$ cat config.mk
export PLATFORM = sky130hd
export DESIGN_NAME = up_down_counter_spec
export DESIGN_NICKNAME = d
export VERILOG_FILES = /design/src/rtl/up_down_counter_spec.sv
export SDC_FILE = /design/constraint.sdc
export NUM_CORES = 1
export LEC_CHECK = 0
export CORE_MARGIN = 4
export CORE_UTILIZATION = 34
export CTS_CLUSTER_DIAMETER = 80
export DETAILED_ROUTE_END_ITERATION = 7
export SLEW_MARGIN = 20
export SYNTH_ARGS = -nofsm -noshare
export SYNTH_HDL_FRONTEND = slang
export SYNTH_SLANG_ARGS = --single-unit
export TNS_END_PERCENT = 100
$ cat constraint.sdc
create_clock -name clk -period 2.2 [get_ports clk]
set_input_delay 0.33 -clock clk [delete_from_list [all_inputs] [get_ports clk]]
set_output_delay 0.33 -clock clk [all_outputs]
set_load 0.01 [all_outputs]
$ cat src/rtl/up_down_counter_spec.sv
// Loadable 8-bit up/down counter with a one-cycle wrap pulse.
// The first clock edge after reset loads the start value; later edges add or subtract the step.
module up_down_counter_spec (
    input  logic       clk,
    input  logic       rst,
    input  logic [7:0] a,
    input  logic [7:0] b,
    input  logic       up,
    input  logic       dn,
    output logic [7:0] q,
    output logic       overflow
);

    // state   | meaning
    // ST_LOAD | reset released, next edge captures a into q
    // ST_RUN  | loaded, counting by b on up/dn requests
    typedef enum logic {
        ST_LOAD = 1'b0,
        ST_RUN  = 1'b1
    } state_t;

    state_t     state, state_nxt;
    logic [7:0] q_nxt;
    logic       ovf_nxt;
    logic [8:0] sum;
    logic [8:0] diff;

    always_ff @(posedge clk or negedge rst) begin
        if (!rst) begin
            state    <= ST_LOAD;
            q        <= 8'd0;
            overflow <= 1'b0;
        end else begin
            state    <= state_nxt;
            q        <= q_nxt;
            overflow <= ovf_nxt;
        end
    end

    // The ninth bit of each result is the carry (up) or borrow (down).
    assign sum  = {1'b0, q} + {1'b0, b};
    assign diff = {1'b0, q} - {1'b0, b};

    always_comb begin
        state_nxt = state;
        q_nxt     = q;
        ovf_nxt   = 1'b0;
        unique case (state)
            ST_LOAD: begin
                q_nxt     = a;
                state_nxt = ST_RUN;
            end
            ST_RUN: begin
                if (up && !dn) begin
                    q_nxt   = sum[7:0];
                    ovf_nxt = sum[8];
                end else if (dn && !up) begin
                    q_nxt   = diff[7:0];
                    ovf_nxt = diff[8];
                end
            end
            default: state_nxt = ST_LOAD;
        endcase
    end

endmodule

---- Yosys cells after proc, flatten, opt, wreduce, memory -nomap -nowiden ----
Index checks and enable logic that the tools add are counted.
Widths: inputs -> output; s select.
storage, ports and cells
  output and inout port bits .............. 9
  latch bits .............................. 0
  bits in registers ....................... 10
  logic and storage cells ................. 17
  memories ................................ 0
  memory bits (writable) .................. 0
  input bits .............................. 20
  bits in read-only memories .............. 0
operators by class
  divide/modulo/power cells ............... 0
  $add $sub $neg .......................... 2
  muxes and demuxes ....................... 6
  bitwise logic cells ..................... 1
  shift-type cells ........................ 0
  $mul .................................... 0
  reductions and logical operators ........ 4
  magnitude comparators ................... 0
  equality and inequality tests ........... 1
operators by type and width
  operator            count
  $mux 8              2
  $pmux 8 s2          1
  $add 8x8->9         1
  $sub 8x8->9         1
  $mux 1              3
  $ne 3x1->1 const B  1
  $logic_and 1x1->1   2
  $logic_not 1->1     2
  $not 1->1           1

---- Longest topological paths before layout ----
  depth after elaboration ................. 5
  depth in mapped cells ................... 10
  gate-level depth less buffers ........... 10

---- Worst setup path before layout ----
No wires, ideal clock.
  path kind ............................... flip-flop to flip-flop
  start point ............................. register q[0]
  end point ............................... register q[6]
  period minus slack after synthesis ...... 1.986 ns
  data required time ...................... 2.074 ns
  setup time .............................. 0.126 ns
  buffers on the path ..................... 0
  slack ................................... 0.214 ns
  cell stages (with the launch flop) ...... 10
  arrival ................................. 1.859 ns
  cells stage by stage .................... dfrtp_1 ha_1 inv_1 fa_1 o21bai_1 nand2_1 a21oi_1 o21a_1 a2111oi_0 a311o_1
between the ends
  cells in the longest elaborated chain, start to end .. 4
  elaborated cells on any way between the ends .. 5
  those cells by class .................... add/sub: 2; mux: 3
ends and longest elaborated chain
  element                 line  text
  start, declared         10    output logic [7:0] q,
  start signal, assigned  35    q <= q_nxt;
  $sub 8x8->9             42    assign diff = {1'b0, q} - {1'b0, b};
  $mux 8                  57    end else if (dn && !up) begin
  $mux 8 *                54    if (up && !dn) begin
  $pmux 8 s2 *            48    unique case (state)
Every way passes the cells marked *; elsewhere a longest branch is shown, timed or not. The select of a mux whose other input is x is not followed.
A chain may end at the register's enable or synchronous reset.

---- Worst setup path after layout ----
  start point ............................. input port b[1]
  end point ............................... register q[4]
between the ends
  cells in the longest elaborated chain, start to end .. 4
  elaborated cells on any way between the ends .. 5
  those cells by class .................... add/sub: 2; mux: 3
ends and longest elaborated chain
  element          line  text
  start, declared  7     input logic [7:0] b,
  $sub 8x8->9      42
  $mux 8           57
  $mux 8 *         54
  $pmux 8 s2 *     48
Marks and branches as above.

==> impl_results.html <==
<table>
<tr><th>Metric</th><th>Value</th></tr>
<tr><th colspan="2">Die</th></tr>
<tr><td>Vertical die dimension</td><td>66.9 um</td></tr>
<tr><td>Die area</td><td>4480 um^2</td></tr>
<tr><td>Placeable core region</td><td>3340 um^2</td></tr>
<tr><td>DIE WIDTH</td><td>66.9 um</td></tr>
<tr><td>Number of I/O pins</td><td>29</td></tr>
<tr><td>Starting density of the core</td><td>35.4%</td></tr>
<tr><td>Number of rows created at floorplan</td><td>21</td></tr>
<tr><th colspan="2">Power</th></tr>
<tr><td>Max VDD drop</td><td>0.000321 V</td></tr>
<tr><td>Total Power</td><td>1.01 mW</td></tr>
<tr><td>NetSw</td><td>0.380 mW</td></tr>
<tr><td>Switching fraction of total power</td><td>37.6%</td></tr>
<tr><td>Power per standard cell area</td><td>570 nW/um^2</td></tr>
<tr><td>Proportion of power drawn by combinational gates</td><td>58.9%</td></tr>
<tr><td>Sequential power share</td><td>25.0%</td></tr>
<tr><td>Static leakage</td><td>0.810 nW</td></tr>
<tr><td>Cell-internal power</td><td>0.630 mW</td></tr>
<tr><td>Clock power share</td><td>16.1%</td></tr>
<tr><th colspan="2">Synth</th></tr>
<tr><td>Main combinational cell family by area after synthesis</td><td>compound AO/OA/AOI/OAI gates</td></tr>
<tr><td>Post-synthesis net count</td><td>188</td></tr>
<tr><td>Mean post-synth cell area</td><td>7.87 um^2</td></tr>
<tr><td>Synthesis Warnings</td><td>0</td></tr>
<tr><td>Multiplexer fraction of the synthesized cell area</td><td>1.91%</td></tr>
<tr><td>Number of enable flip-flop cells after synthesis</td><td>0</td></tr>
<tr><td>Compound-gate portion of the synthesized area</td><td>29.2%</td></tr>
<tr><td>Yosys top cell area share</td><td>21.2%</td></tr>
<tr><td>Xor and xnor area share after synthesis</td><td>0.742%</td></tr>
<tr><td>Synth area leader</td><td>dfrtp_1</td></tr>
<tr><td>Flop and latch count out of synthesis</td><td>10</td></tr>
<tr><td>Synth cell types</td><td>47</td></tr>
<tr><td>Synthesized instance count</td><td>150</td></tr>
<tr><td>Sequential share of the synthesized area</td><td>21.2%</td></tr>
<tr><td>Cell area after technology mapping</td><td>1180 um^2</td></tr>
<tr><td>Post-Synth Simple-Gate Area</td><td>18.1%</td></tr>
<tr><td>Adder-cell area share of the yosys netlist</td><td>20.3%</td></tr>
<tr><td>Main synth FF type</td><td>dfrtp_1</td></tr>
<tr><td>Async set-reset flop share out of synthesis</td><td>100%</td></tr>
<tr><td>Ranking of synthesized cells by area</td><td>dfrtp_1 21%, ha_1 17%, a21oi_1 5.9%, inv_1 4.8%, nand2_1 4.1%</td></tr>
<tr><th colspan="2">Detailed routing</th></tr>
<tr><td>Number of nets with antenna violations after detailed routing</td><td>0</td></tr>
<tr><td>Iteration-0 DRC Markers</td><td>47</td></tr>
<tr><td>Via total after detailed routing</td><td>1,251</td></tr>
<tr><td>Final routed DRC violation total</td><td>0</td></tr>
<tr><td>Total wire length after detailed routing</td><td>3190 um</td></tr>
<tr><td>Wire length per cell</td><td>12.9 um</td></tr>
<tr><td>First-pass iteration count of the detailed router</td><td>4</td></tr>
<tr><td>Vias per cell</td><td>5.06</td></tr>
<tr><th colspan="2">Cells and area</th></tr>
<tr><td>Finished Cell Area</td><td>1770 um^2</td></tr>
<tr><td>Number of inserted filler cells in the final layout</td><td>336</td></tr>
<tr><td>Footprint of the multi-input gates</td><td>897 um^2</td></tr>
<tr><td>Area added between synthesis and finish</td><td>50.0%</td></tr>
<tr><td>Share of layout cells above drive strength 1</td><td>22.9%</td></tr>
<tr><td>Most common cell after layout, fill and taps aside</td><td>clkdlybuf4s50_1</td></tr>
<tr><td>Commonest non-fill, non-tap cells in the layout</td><td>27 x clkdlybuf4s50_1, 25 x buf_4, 14 x inv_1</td></tr>
<tr><td>Final net count</td><td>240</td></tr>
<tr><td>Diode count</td><td>0</td></tr>
<tr><td>Register area</td><td>250 um^2</td></tr>
<tr><th colspan="2">GRT</th></tr>
<tr><td>Global-route wire length before repair</td><td>5300 um</td></tr>
<tr><td>Antenna violations before repair</td><td>0</td></tr>
<tr><td>Total gr overflow</td><td>0</td></tr>
<tr><td>GRT Resource Usage Total</td><td>15.3%</td></tr>
<tr><td>Number of global-route vias before repair</td><td>1,174</td></tr>
<tr><td>Maximum number of pins on one net before global-route repair</td><td>19</td></tr>
<tr><th colspan="2">Timing</th></tr>
<tr><td>Ratio of final minimum period to clock period</td><td>94.8%</td></tr>
<tr><td>Final sum of negative setup slack</td><td>0 ns</td></tr>
<tr><td>Finish-stage setup viols</td><td>0</td></tr>
<tr><td>Fmax</td><td>479 MHz</td></tr>
<tr><td>Final-report hold violation count</td><td>0</td></tr>
<tr><td>RSZ-0062 raised after global routing</td><td>false</td></tr>
<tr><td>Time the final worst path needs with I/O delays and setup</td><td>2.09 ns</td></tr>
<tr><td>Clock Skew</td><td>0.00254 ns</td></tr>
<tr><td>Max Slew Vio Count</td><td>0</td></tr>
<tr><td>Slack of the critical path</td><td>0.114 ns</td></tr>
<tr><th colspan="2">Clocking</th></tr>
<tr><td>Post-CTS setup buffer count</td><td>0</td></tr>
<tr><td>Clock root cell</td><td>clkbuf_4</td></tr>
<tr><td>Count of hold-fix buffers inserted at cts</td><td>0</td></tr>
<tr><td>TritonCTS sink count</td><td>10</td></tr>
<tr><td>H-tree levels</td><td>1</td></tr>
<tr><td>CTS buffer count</td><td>3</td></tr>
<tr><td>CTS clk-pin slew, worst paths</td><td>0.06 ns</td></tr>
<tr><td>Clock latency on the worst-skew pair</td><td>0.27 ns</td></tr>
<tr><td>Maximum clock path buffer count</td><td>2</td></tr>
<tr><td>TritonCTS clock tree</td><td>yes</td></tr>
<tr><th colspan="2">Critical path</th></tr>
<tr><td>Arrival time of the worst setup path</td><td>2.22 ns</td></tr>
<tr><td>Category of the worst setup path launch point</td><td>primary input</td></tr>
<tr><td>Required time reported for the critical path endpoint</td><td>2.33 ns</td></tr>
<tr><td>Highest fanout seen on the critical path</td><td>3</td></tr>
<tr><td>Type of element capturing the critical path</td><td>flop</td></tr>
<tr><td>Type of the worst setup path</td><td>in -&gt; reg</td></tr>
<tr><th colspan="2">Placement</th></tr>
<tr><td>DPL Wire Length</td><td>2630 um</td></tr>
<tr><td>Port Buf Inserts</td><td>28</td></tr>
<tr><td>Gp weighted congestion</td><td>0.876</td></tr>
<tr><td>Cell Area, Placed</td><td>1670 um^2</td></tr>
<tr><td>Placement Setup Slack</td><td>-0.317 ns</td></tr>
<tr><th colspan="2">Run status</th></tr>
<tr><td>Result of the run</td><td>complete, no violations</td></tr>
<tr><th colspan="2">Min path</th></tr>
<tr><td>Type of the worst min-delay path</td><td>in -&gt; async</td></tr>
<tr><th colspan="2">Job</th></tr>
<tr><td>Number of max-cap violations</td><td>0</td></tr>
</table>
==> state kept, by name (all words and copies together) (netlist names) <==
register / cells
overflow: 1
state: 1
q: 8
==> power groups by stage <==
stage,combinational (mW),sequential (mW),clock [mW]
floorplan,0.293,0.253,0
global placement,0.544,0.253,0
detailed placement,0.547,0.253,0
CTS,0.555,0.249,0.173
global route,0.655,0.258,0.178
finish,0.595,0.253,0.163
==> what timing repair did <==
action                                  in CTS  in global routing
endpoints found under the setup margin       1                  4
cloned                                       0                  0
pin swaps                                    2                  4
resized for setup                            2                 12
==> critical path, cell delays in order <==
cell             delay (ns)
clkdlybuf4s50_1        0.50
inv_2                  0.08
fa_2                   0.42
o21bai_4               0.15
buf_4                  0.12
a21o_1                 0.12
o311a_1                0.14
a21oi_1                0.04
a21oi_1                0.20
a21oi_1                0.10
==> cells by family after synthesis <==
group | Yosys count
xor+xnor | 1
fa+ha+maj | 18
compound gates | 52
buf+inv | 22
mux | 2
other cells | 1
flops | 10
simple gates | 44
==> synth_stat cells (2+ instances only) <==
| library cell | count |
|---|---|
| ha_1 | 16 |
| inv_1 | 15 |
| a21oi_1 | 14 |
| nand2_1 | 13 |
| nor2_1 | 12 |
| dfrtp_1 | 10 |
| o21ai_0 | 8 |
| nand3_1 | 5 |
| nor2b_1 | 4 |
| o211ai_1 | 3 |
| o21ai_1 | 3 |
| o21bai_1 | 3 |
| a2111oi_0 | 2 |
| a211o_1 | 2 |
| a31oi_1 | 2 |
| buf_2 | 2 |
| clkbuf_1 | 2 |
| fa_1 | 2 |
| mux2_2 | 2 |
| nand2b_1 | 2 |
| o21a_1 | 2 |
==> per-stage QoR <==
step / utilization (%) / hold WS, ns / cells
after floorplan: - / 0.0344 / 150
after global placement: 50.1 / 0.626 / 243
after detailed placement: 50.1 / 0.642 / 243
after CTS: 51.3 / 0.370 / 247
after global routing: 53.1 / 0.406 / 247
final: 53.1 / 0.366 / 247
==> worst paths after layout <==
kind	from	to	slack (ns)	depth (start not counted)
worst max-delay path	b[1]	q[4]	0.11	10
worst min-delay path	rst	overflow	0.37	1
worst max register to register	q[0]	q[4]	0.15	10
worst min register to register	q[0]	q[0]	0.65	2
max in group asynchronous	rst	q[0]	1.54	1
min in group clk	b[0]	q[0]	0.58	5
==> metal layers <==
metal / part of all wire (%) / global-route usage (%) / up-vias / routed length, um
met4: 1.8 / 8.10 / 0 / 57
met3: 4.1 / 0.843 / 5 / 131
met1: 47 / 19.7 / 579 / 1480
met5: 0 / 0 / - / 0
met2: 48 / 25.2 / 35 / 1520
li1: - / - / 632 / -
==> area by class of cell <==
type	instances	area share (%)
Multi-Input combinational cell	118	50.6
Tap cell	46	3.25
Clock buffer	4	2.05
Timing Repair Buffer	53	26.6
Inverter	16	3.39
Sequential cell	10	14.1
No activity file was read; power rests on OpenSTA's default activity.
